[src/rtl/lsu_pkg.sv]
// rtl/lsu_pkg.sv - shared funct3 codes, FSM states and access-size helpers for the lsu
package lsu_pkg;

    localparam logic [2:0] F3_B  = 3'b000;
    localparam logic [2:0] F3_H  = 3'b001;
    localparam logic [2:0] F3_W  = 3'b010;
    localparam logic [2:0] F3_BU = 3'b100;
    localparam logic [2:0] F3_HU = 3'b101;

    typedef enum logic [2:0] {
        IDLE,
        ISSUE,
        WAIT,
        RMW_ISSUE,
        RMW_WAIT,
        DONE
    } state_t;

    typedef enum logic [1:0] {
        SZ_BYTE,
        SZ_HALF,
        SZ_WORD
    } size_t;

    // Unlisted funct3 codes (011/110/111) fall through to a word access.
    function automatic size_t access_size(input logic [2:0] funct3);
        case (funct3)
            F3_B, F3_BU: access_size = SZ_BYTE;
            F3_H, F3_HU: access_size = SZ_HALF;
            default:     access_size = SZ_WORD;
        endcase
    endfunction

    function automatic logic is_misaligned(input logic [2:0] funct3, input logic [1:0] addr_lo);
        case (access_size(funct3))
            SZ_HALF: is_misaligned = addr_lo[0];
            SZ_WORD: is_misaligned = (addr_lo != 2'b00);
            default: is_misaligned = 1'b0;
        endcase
    endfunction

endpackage

[src/rtl/lsu_byte_lane.sv]
// rtl/lsu_byte_lane.sv - combinational load extract/extend and sub-word store merge
module lsu_byte_lane
    import lsu_pkg::*;
#(
    parameter int DATA_WIDTH = 32
) (
    input  logic [DATA_WIDTH-1:0] word,
    input  logic [DATA_WIDTH-1:0] new_data,
    input  logic [1:0]            addr_lo,
    input  logic [2:0]            funct3,
    output logic [DATA_WIDTH-1:0] load_value,
    output logic [DATA_WIDTH-1:0] merged
);

    logic       sext;
    logic [7:0] byte_val;
    logic [15:0] half_val;

    // Lane select: addr_lo picks the byte, addr_lo[1] the half; addr_lo[0] is ignored for halves.
    always_comb begin
        sext       = ~funct3[2];
        byte_val   = word[{addr_lo, 3'b000} +: 8];
        half_val   = word[{addr_lo[1], 4'b0000} +: 16];
        load_value = word;
        merged     = new_data;
        case (access_size(funct3))
            SZ_BYTE: begin
                load_value = {{(DATA_WIDTH-8){sext & byte_val[7]}}, byte_val};
                merged     = word;
                merged[{addr_lo, 3'b000} +: 8] = new_data[7:0];
            end
            SZ_HALF: begin
                load_value = {{(DATA_WIDTH-16){sext & half_val[15]}}, half_val};
                merged     = word;
                merged[{addr_lo[1], 4'b0000} +: 16] = new_data[15:0];
            end
            default: begin
                load_value = word;
                merged     = new_data;
            end
        endcase
    end

endmodule

[src/rtl/lsu.sv]
// rtl/lsu.sv - load/store unit to mmu with sub-word RMW; optional LSU_MISALIGN_TRAP_EN
module lsu
    import lsu_pkg::*;
#(
    parameter int DATA_WIDTH = 32,
    parameter int ADDR_WIDTH = 32
) (
    input  logic                  clk,
    input  logic                  rst,
    input  logic                  ex_valid,
    input  logic                  ex_we,
    input  logic [2:0]            ex_funct3,
    input  logic [ADDR_WIDTH-1:0] ex_addr,
    input  logic [DATA_WIDTH-1:0] ex_w_data,
    output logic [DATA_WIDTH-1:0] load_data,
    output logic                  stall,
    output logic                  misaligned,
    output logic                  mem_valid,
    output logic                  mem_we,
    output logic [ADDR_WIDTH-1:0] mem_addr,
    output logic [DATA_WIDTH-1:0] mem_w_data,
    input  logic [DATA_WIDTH-1:0] mem_r_data,
    input  logic                  mem_ready
);

    state_t                state;
    state_t                state_next;
    logic [1:0]            addr_lo_q;
    logic [2:0]            funct3_q;
    logic                  we_q;
    logic [DATA_WIDTH-1:0] w_data_q;
    logic [DATA_WIDTH-1:0] lane_load;
    logic [DATA_WIDTH-1:0] lane_merged;
    logic                  accept;
    logic                  trap;

    assign accept = (state == IDLE) && ex_valid;

`ifdef LSU_MISALIGN_TRAP_EN
    logic misaligned_q;

    assign trap       = is_misaligned(ex_funct3, ex_addr[1:0]);
    assign misaligned = misaligned_q;

    // Flag is raised only during the DONE cycle that follows a trapped accept.
    always_ff @(posedge clk) begin
        if (rst) begin
            misaligned_q <= 1'b0;
        end else begin
            misaligned_q <= accept && trap;
        end
    end
`else
    assign trap       = 1'b0;
    assign misaligned = 1'b0;
`endif

    lsu_byte_lane #(
        .DATA_WIDTH (DATA_WIDTH)
    ) u_byte_lane (
        .word       (mem_r_data),
        .new_data   (w_data_q),
        .addr_lo    (addr_lo_q),
        .funct3     (funct3_q),
        .load_value (lane_load),
        .merged     (lane_merged)
    );

    // State register.
    always_ff @(posedge clk) begin
        if (rst) begin
            state <= IDLE;
        end else begin
            state <= state_next;
        end
    end

    // Next-state and single-cycle mmu request decode.
    always_comb begin
        state_next = state;
        mem_valid  = 1'b0;
        mem_we     = 1'b0;
        case (state)
            IDLE: begin
                if (ex_valid) begin
                    if (trap) begin
                        state_next = DONE;
                    end else if (ex_we && (access_size(ex_funct3) != SZ_WORD)) begin
                        state_next = RMW_ISSUE;
                    end else begin
                        state_next = ISSUE;
                    end
                end
            end
            ISSUE: begin
                mem_valid  = 1'b1;
                mem_we     = we_q;
                state_next = WAIT;
            end
            WAIT: begin
                if (mem_ready) begin
                    state_next = DONE;
                end
            end
            RMW_ISSUE: begin
                mem_valid  = 1'b1;
                state_next = RMW_WAIT;
            end
            RMW_WAIT: begin
                if (mem_ready) begin
                    state_next = ISSUE;
                end
            end
            DONE: begin
                state_next = IDLE;
            end
            default: begin
                state_next = IDLE;
            end
        endcase
    end

    assign stall = accept || ((state != IDLE) && (state != DONE));

    // Request capture, load result update and RMW merge.
    always_ff @(posedge clk) begin
        if (rst) begin
            addr_lo_q  <= 2'b00;
            funct3_q   <= 3'b000;
            we_q       <= 1'b0;
            w_data_q   <= '0;
            load_data  <= '0;
            mem_addr   <= '0;
            mem_w_data <= '0;
        end else begin
            if (accept) begin
                addr_lo_q <= ex_addr[1:0];
                funct3_q  <= ex_funct3;
                we_q      <= ex_we;
                w_data_q  <= ex_w_data;
                mem_addr  <= {ex_addr[ADDR_WIDTH-1:2], 2'b00};
                if (ex_we) begin
                    mem_w_data <= ex_w_data;
                end
            end
            if ((state == WAIT) && mem_ready && !we_q) begin
                load_data <= lane_load;
            end
            if ((state == RMW_WAIT) && mem_ready) begin
                mem_w_data <= lane_merged;
            end
        end
    end

endmodule

[config.mk]
export PLATFORM = sky130hd
export DESIGN_NAME = lsu
export DESIGN_NICKNAME = d
export VERILOG_FILES = /design/src/rtl/lsu_pkg.sv /design/src/rtl/lsu_byte_lane.sv /design/src/rtl/lsu.sv
export SDC_FILE = /design/constraint.sdc
export NUM_CORES = 1
export LEC_CHECK = 0
export ABC_CLOCK_PERIOD_IN_PS = 2600
export CAP_MARGIN = 5
export CORE_ASPECT_RATIO = 2
export CORE_MARGIN = 1
export CORE_UTILIZATION = 35
export CTS_CLUSTER_DIAMETER = 40
export DETAILED_ROUTE_END_ITERATION = 16
export MAX_ROUTING_LAYER = met4
export PLACE_DENSITY = 0.65
export SLEW_MARGIN = 20
export SYNTH_ARGS = -nofsm -noshare
export SYNTH_HDL_FRONTEND = slang
export SYNTH_SLANG_ARGS = --single-unit
[constraint.sdc]
create_clock -name clk -period 2.6 [get_ports clk]
set_input_delay 0.52 -clock clk [delete_from_list [all_inputs] [get_ports clk]]
set_output_delay 0.52 -clock clk [all_outputs]
set_load 0.005 [all_outputs]
==> results of run 1 <==
where the power goes:
part	switching [mW]	internal [mW]	leakage [nW]	total, mW
registers	0.162	2.25	1.11	2.41
clock network	0.988	1.31	0.267	2.30
logic	0.762	0.713	1.98	1.47
area by class of cell:
class	instances	area [um^2]	area share
multi-input cells	607	3622	0.3808
flip-flops and latches	135	2705	0.2844
repair buffers	231	2257	0.2373
clock buffers	17	425.4	0.04472
well taps	255	319.1	0.03354
clock inverters	15	131.4	0.01381
inverters	14	52.55	0.005524
stage by stage:
stage	worst slack, ps	util
3_3_place_gp	266.2	0.4756
5_1_grt	111.2	0.5051
6_report	183.2	0.5051
3_5_place_dp	231.8	0.4756
2_1_floorplan	273.5	-
4_1_cts	175.0	0.5051
flip-flops by register name, summed over array words and instances (netlist names):
register / cells
we_q: 1
mem_addr: 30
addr_lo_q: 2
funct3_q: 3
w_data_q: 32
load_data: 32
mem_w_data: 32
state: 3
worst max-delay path: cells and delay by family (launching register included):
family                 cells  cell delay (ps)
flip-flops                 1              540
buffers and inverters      1              520
AND/OR/NAND/NOR            2              400
synth_stat cells (18+ instances only):
cell and n:
a2111oi_2 21, a211oi_1 25, a21oi_1 109, a221o_1 21
a221oi_1 23, buf_2 19, clkbuf_1 45, dfxtp_1 135
nand2_1 189, nor2_1 59, nor3_1 25, o21ai_0 18
final timing paths:
path,startpoint,endpoint,slack [ps],cells after the start
min,mem_addr[23]$_SDFFE_PP0P_,mem_addr[23]$_SDFFE_PP0P_,450,2
max,state[0]$_SDFFE_PP0P_,mem_we,180,3
max reg2reg,addr_lo_q[1]$_SDFFE_PP0P_,mem_w_data[16]$_SDFFE_PP0P_,360,6
min reg2reg,mem_addr[23]$_SDFFE_PP0P_,mem_addr[23]$_SDFFE_PP0P_,450,2
metal layers:
metal	wire, um	up-vias	part of all wire
li1	-	3350	-
met4	1598	0	0.067
met5	0	-	0
met3	1112	73	0.046
met2	12440	279	0.52
met1	8873	3193	0.37
cells by family (layout without fill, tap and decap cells):
kind of cell               after synthesis  count (layout)
and+or+nand+nor                        324             324
adders and majority gates                5               5
DFF                                    135             135
other                                    1               3
muxes                                   21              21
AOI/OAI and AO/OA                      254             254
buffers and inverters                   94             277
==> results.cfg, run 1 <==
[status]
status = complete, no violations

[cts]
clock-sinks = 135
insertion_delay_ps = 430
cts-hold-fix-buffers = 0
cts-htree-levels = 4
post_cts_resized = 0
cts_tree = done
clk_pin_slew_ps = 60
cts_buffers = 17
clockBufferDepth = 2
clockRootBuffer = clkbuf_16
post-cts-setup-buffers = 0

[sta]
period_share = 0.9295
worst-slew-pin-transition_ps = 628.6
clock_skew_ps = 7.431
fmax_ghz = 0.4138
timing.hold.ws_ps = 450.3
finalSetupViolCount = 0
rsz0062_at_grt = no
slew-limit-headroom = 0.5765
period_needed_ps = 2417
fin_tns_setup_ps = 0
finalHoldViolCount = 0
final_max_slew_viol_count = 0

[floorplanning]
die_h_um = 198.0
die_w_um = 99.99
rows = 71
start_util = 0.3569
die_area_um2 = 19800
core-area_um2 = 18830
ioPinCount = 204

[placement]
dp_hpwl_um = 17650
gp_congestion = 0.8897
io_buffer_count = 200
place_inst = 1242
placed_area_um2 = 8956

[finish]
layout_common_cells = clkdlybuf4s50_1 (199), nand2_1 (189), dfxtp_1 (133), a21oi_1 (109), nor2_1 (59)
nets = 1115
fin_area_um2 = 9513
final_common_cell = clkdlybuf4s50_1
fillers = 1836
num_antenna_cells = 0
synthToLayoutAreaGrowth_pct = 41.53
final_layout_size_suffix_gt1_frac = 0.09912
instances_no_fill = 1274

[hold_path]
min_path_type = reg2reg

[synthesis]
synth-edff-count = 0
synth_fa_ha_area_frac = 0.009308
yosysUniqueCellTypes = 46
synth_compound_area_frac = 0.2802
synth_top_family_by_area = compound AO/OA/AOI/OAI gates
yosys.area_share.xor_xnor = 0
yosysTopAreaCell = dfxtp_1
avgSynthCellArea_um2 = 8.059
netlist_instances = 834
yosysSeqAreaShare = 0.4021
synth-warning-count = 0
synthArstFlopShare = 0
netlist_area_um2 = 6721
yosys_register_bits = 135
synth.area.top_cells = dfxtp_1 (40%), nand2_1 (11%), a21oi_1 (8.1%)
synthDominantCellAreaShare = 0.4021
synth.area.mux_share = 0.03369
synthSimpleGateAreaFrac = 0.2131
synth_flop_cell = dfxtp_1

[critical_path]
worst-path-max-fanout = 9
slowest_stage = dfxtp_1
path_class = reg2out
cp_cell_sequence = nor2b_1, and3_1, clkdlybuf4s50_1
critPathCaptureType = primary output
cp.required_ps = 2080
cp_slowest_stage_delay_ps = 540
cp.arrival_ps = 1900
setup.worst_path.start_class = register

[routing]
wire_per_inst_um = 18.86
wl_um = 24020
drc = 0
drt_iter0_drc = 404
viasPerCell = 5.412
ant_nets = 0
via_count = 6895
drt-pass1-iter-count = 5

[global_routing]
grt_most_used_layer = met2
use_met2 = 0.4332
antenna_found_initial = 0
grt_pass1_wl_um = 36960
first_global_vias = 6724
use_met3 = 0.04730
grtUsageTotal = 0.2537
grt-ovfl-total = 0
grt_use_met1 = 0.2586
grt_max_degree = 51

[power_and_ir_drop]
power_leakage_nw = 3.353
max-vdd-ir-drop_mv = 0.4303
power_density_nw_per_um2 = 651.0
power_mw = 6.192

[run]
max_cap_viol_count = 0
No activity file was read; power rests on OpenSTA's default activity.
==> run 2, diff against run 1 <==
Settings changed: CORE_MARGIN 1 to 2.
==> run 2 against run 1 <==
  * Via count grew 2.1%
  * Clock skew is 2.9 ps higher
  * Cell count grew 0.31%
  * Clock power is 4% higher
  * Critical path type unchanged
  * Critical endpoint unchanged
  * Largest power group unchanged
==> results.cfg, run 2 (same netlist as run 1, synthesis figures left out) <==
[sta]
period_share = 0.9364
worst-slew-pin-transition_ps = 672.2
fin_tns_setup_ps = 0
finalSetupViolCount = 0
final_max_slew_viol_count = 0
finalHoldViolCount = 0
fmax_ghz = 0.4107
rsz0062_at_grt = no
clock_skew_ps = 10.36
period_needed_ps = 2435
slew-limit-headroom = 0.5512

[global_routing]
grt_pass1_wl_um = 36920
grt_max_degree = 52
grtUsageTotal = 0.2466
grt-ovfl-total = 0
antenna_found_initial = 1
first_global_vias = 6692

[cts]
cts-htree-levels = 4
cts-hold-fix-buffers = 0
clockBufferDepth = 2
clock-sinks = 135
clockRootBuffer = clkbuf_16
cts_tree = done
insertion_delay_ps = 430
post-cts-setup-buffers = 0
cts_buffers = 17
clk_pin_slew_ps = 60
post_cts_resized = 0

[routing]
viasPerCell = 5.509
ant_nets = 0
drc = 0
drt_iter0_drc = 416
wl_um = 24480
wire_per_inst_um = 19.15
via_count = 7041
drt-pass1-iter-count = 6

[power_and_ir_drop]
power_density_nw_per_um2 = 656.9
max-vdd-ir-drop_mv = 0.4174
power_leakage_nw = 3.382
power_mw = 6.306

[finish]
final_common_cell = clkdlybuf4s50_1
final_util = 0.5097
layout_common_cells = clkdlybuf4s50_1 (199), nand2_1 (189), dfxtp_1 (133), a21oi_1 (109), nor2_1 (59)
fillers = 1823
final_layout_size_suffix_gt1_frac = 0.1008
fin_area_um2 = 9599
synthToLayoutAreaGrowth_pct = 42.81
reg_top3 = load_data (32), mem_w_data (32), w_data_q (32)
nets = 1118

[critical_path]
path_class = reg2out
critPathCaptureType = primary output
worst-path-max-fanout = 9
cp.arrival_ps = 1910
slowest_stage = dfxtp_1
setup.worst_path.start_class = register
cp.required_ps = 2080
cp_slowest_stage_delay_ps = 540
cp_cell_sequence = nor2b_1, and3_1, clkdlybuf4s50_1

[floorplanning]
die_h_um = 200.0
die_w_um = 102.0
rows = 71
start_util = 0.3569
die_area_um2 = 20400
ioPinCount = 204
core-area_um2 = 18830

[placement]
io_buffer_count = 200
placed_area_um2 = 9016
gp_congestion = 0.9375
dp_hpwl_um = 17890

[status]
status = complete, no violations

[run]
max_cap_viol_count = 0

[hold_path]
min_path_type = reg2reg
==> run 2: report_power, final <==
group	switching (mW)	total (mW)	internal (mW)
combinational	0.776	1.50	0.727
clock	0.976	2.39	1.42
sequential	0.158	2.41	2.25
total	1.91	6.31	4.40
==> run 2: final timing paths <==
path / startpoint / endpoint / slack, ps / cells after the start
worst max register to register: addr_lo_q[1]$_SDFFE_PP0P_ / mem_w_data[17]$_SDFFE_PP0P_ / 340 / 7
worst min-delay path: mem_addr[10]$_SDFFE_PP0P_ / mem_addr[10]$_SDFFE_PP0P_ / 450 / 2
worst min register to register: mem_addr[10]$_SDFFE_PP0P_ / mem_addr[10]$_SDFFE_PP0P_ / 450 / 2
worst max-delay path: state[0]$_SDFFE_PP0P_ / mem_we / 170 / 3
==> run 2: metal layers <==
| metal | track usage | vias to the layer above | part of all wire |
|---|---|---|---|
| li1 | - | 3355 | - |
| met1 | 0.2506 | 3300 | 0.36 |
| met2 | 0.4211 | 310 | 0.52 |
| met3 | 0.04631 | 76 | 0.053 |
| met4 | 0.1679 | 0 | 0.068 |
| met5 | - | - | 0 |
==> run 2: layout make-up <==
| cell class | count | area [um^2] | area share |
|---|---|---|---|
| clock buffers | 18 | 429.2 | 0.04471 |
| multi-input cells | 607 | 3622 | 0.3773 |
| inverters | 14 | 52.55 | 0.005474 |
| clock inverters | 14 | 151.4 | 0.01577 |
| flip-flops and latches | 135 | 2705 | 0.2818 |
| diodes | 1 | 2.502 | 0.0002607 |
| repair buffers | 234 | 2317 | 0.2414 |
| well taps | 255 | 319.1 | 0.03324 |
==> run 2: worst max-delay path, delay by kind of cell, from the launching register on <==
| family | cells | cell delay [ps] |
|---|---|---|
| flip-flops | 1 | 540 |
| AND/OR/NAND/NOR | 2 | 440 |
| buffers and inverters | 1 | 520 |
==> run 2: stage by stage <==
| step | instances | setup slack [ps] | hold slack (ps) |
|---|---|---|---|
| after global routing | 1278 | 69.49 | 469.8 |
| after floorplan | 836 | 273.5 | 436.4 |
| after CTS | 1277 | 152.1 | 454.0 |
| final | 1278 | 165.2 | 451.2 |
| after global placement | 1245 | 334.9 | 441.0 |
| after detailed placement | 1245 | 259.6 | 445.8 |
==> RTL edit: new RTL, flow settings as in run 2 <==
`ADDR_WIDTH`: 32 -> 16.
--- a/src/rtl/lsu.sv
+++ b/src/rtl/lsu.sv
@@ -4,5 +4,5 @@
 #(
     parameter int DATA_WIDTH = 32,
-    parameter int ADDR_WIDTH = 32
+    parameter int ADDR_WIDTH = 16
 ) (
     input  logic                  clk,
Interface: changed (resized ex_addr and mem_addr); port bits go from 204 to 172. No check against the original RTL was run, so the function may have changed too.
==> RTL edit against run 2 <==
  * Sequential share of layout area is 0.080 points higher
  * Critical path depth stayed put
  * Setup slack better by 87 ps
  * Critical endpoint unchanged
  * First-iteration DRC count is 8.7% lower
  * Routed wire length is 15% lower
  * Design area is 12% lower
  * Largest power group is now clock
  * Sequential cell count is 16 lower
  * Area after synthesis is 12% lower
  * Power is 7.9% lower
==> RTL edit: results <==
set metrics [dict create \
    dp_hpwl_mm 15.03 \
    ff2ff_setup_slack_ps 320 \
    grt.total_usage_pct 24.13 \
    peakVddDrop_mv 0.5181 \
    r2r_cells 6 \
    grt_pass1_wl_mm 32.51 \
    cp_max_fo 10 \
    hold_start "mem_addr[14]" \
    slew_headroom_pct 29.22 \
    pre_cts_slack_ps 133.4 \
    wirelength_mm 20.82 \
    antenna_found_initial 0 \
    grt_max_degree 69 \
    setup_slack_ps 252.7 \
    status "finished, final reports clean" \
    synth_top_area_share_pct 40.32 \
    final_nets 983 \
    wl_per_cell_um 18.77 \
    first_global_vias 6145 \
    dpl.cell_count 1078 \
    drt_iter0_drc 380 \
    place_area_mm2 0.007816 \
    ys_top_cells_by_count "nand2_1 (156), dfxtp_1 (119), a21oi_1 (70)" \
    r2r-end "mem_w_data[3]" \
    fillers 1598 \
    drive_gt1_share_pct 7.650 \
    vias 6233 \
    syn_avg_cell_area_um2 8.006 \
    r2r-start "addr_lo_q[0]" \
    reg_top3 "load_data: 32 flops, mem_w_data: 32 flops, w_data_q: 32 flops" \
    drt_pre_antenna_iters 5 \
    place_congestion 0.8990 \
    synth.area.top_cells "dfxtp_1 (40%), nand2_1 (9.9%), a21oi_1 (5.9%)" \
    antenna_cells 0 \
]
==> RTL edit: cell count changes after synthesis, sizes merged, moves of 10 or more <==
cell | run 2 | this run
a21oi | 109 | 70
a221o | 21 | 9
buf | 35 | 21
nand2 | 189 | 156
dfxtp | 135 | 119
mux2i | 17 | 27
nand3 | 14 | 1
==> RTL edit: power groups by stage <==
stage,Sequential [mW],Clock [mW],Combinational (mW)
2_1_floorplan,2.11,0,0.640
3_3_place_gp,2.16,0,1.19
3_5_place_dp,2.16,0,1.20
4_1_cts,2.12,2.52,1.21
5_1_grt,2.14,2.59,1.32
6_report,2.13,2.48,1.21
==> RTL edit: metal layers <==
layer	GRT usage [%]	vias to the layer above	wire length (µm)
li1	-	2983	-
met1	26.37	2936	7935
met2	38.84	241	10380
met3	4.178	73	1028
met4	16.48	0	1480
met5	-	-	0
==> RTL edit: cells by family after synthesis <==
logic type | synth area share, %
AO/OA/AOI/OAI | 24.82
AND/OR/NAND/NOR | 23.25
flip-flops | 40.32
multiplexers | 4.956
other | 0.06347
buffers and inverters | 5.527
adder cells (fa/ha/maj) | 1.059
==> RTL edit: stage by stage <==
stage / power, mW / hold slack (ps) / util (%)
2_1_floorplan: 2.754 / 436.2 / -
3_3_place_gp: 3.352 / 442.4 / 46.85
3_5_place_dp: 3.362 / 445.5 / 46.85
4_1_cts: 5.851 / 454.3 / 50.56
5_1_grt: 6.057 / 472.3 / 50.56
6_report: 5.810 / 453.2 / 50.56
==> RTL edit: worst reg2reg max path, cell delays in order (launching register included) <==
cell and delay, ps:
dfxtp_1 370, inv_1 100, ha_1 200, and2b_1 150
a211oi_1 860, a221oi_1 230, a311oi_1 300
==> RTL edit: layout make-up <==
class | instances | share of cell area, %
clock inverters | 13 | 2.121
inverters | 6 | 0.2670
flip-flops and latches | 119 | 28.26
multi-input cells | 546 | 38.02
repair buffers | 200 | 23.05
clock buffers | 18 | 5.207
well taps | 207 | 3.071
==> RTL edit: worst min-delay path by stage <==
| stage | endpoint | slack [ps] |
|---|---|---|
| 2_1_floorplan | w_data_q[16] | 440 |
| 3_3_place_gp | mem_addr[10] | 440 |
| 3_5_place_dp | mem_addr[10] | 450 |
| 4_1_cts | mem_addr[10] | 450 |
| 5_1_grt | mem_addr[10] | 470 |
| 6_report | mem_addr[14] | 450 |
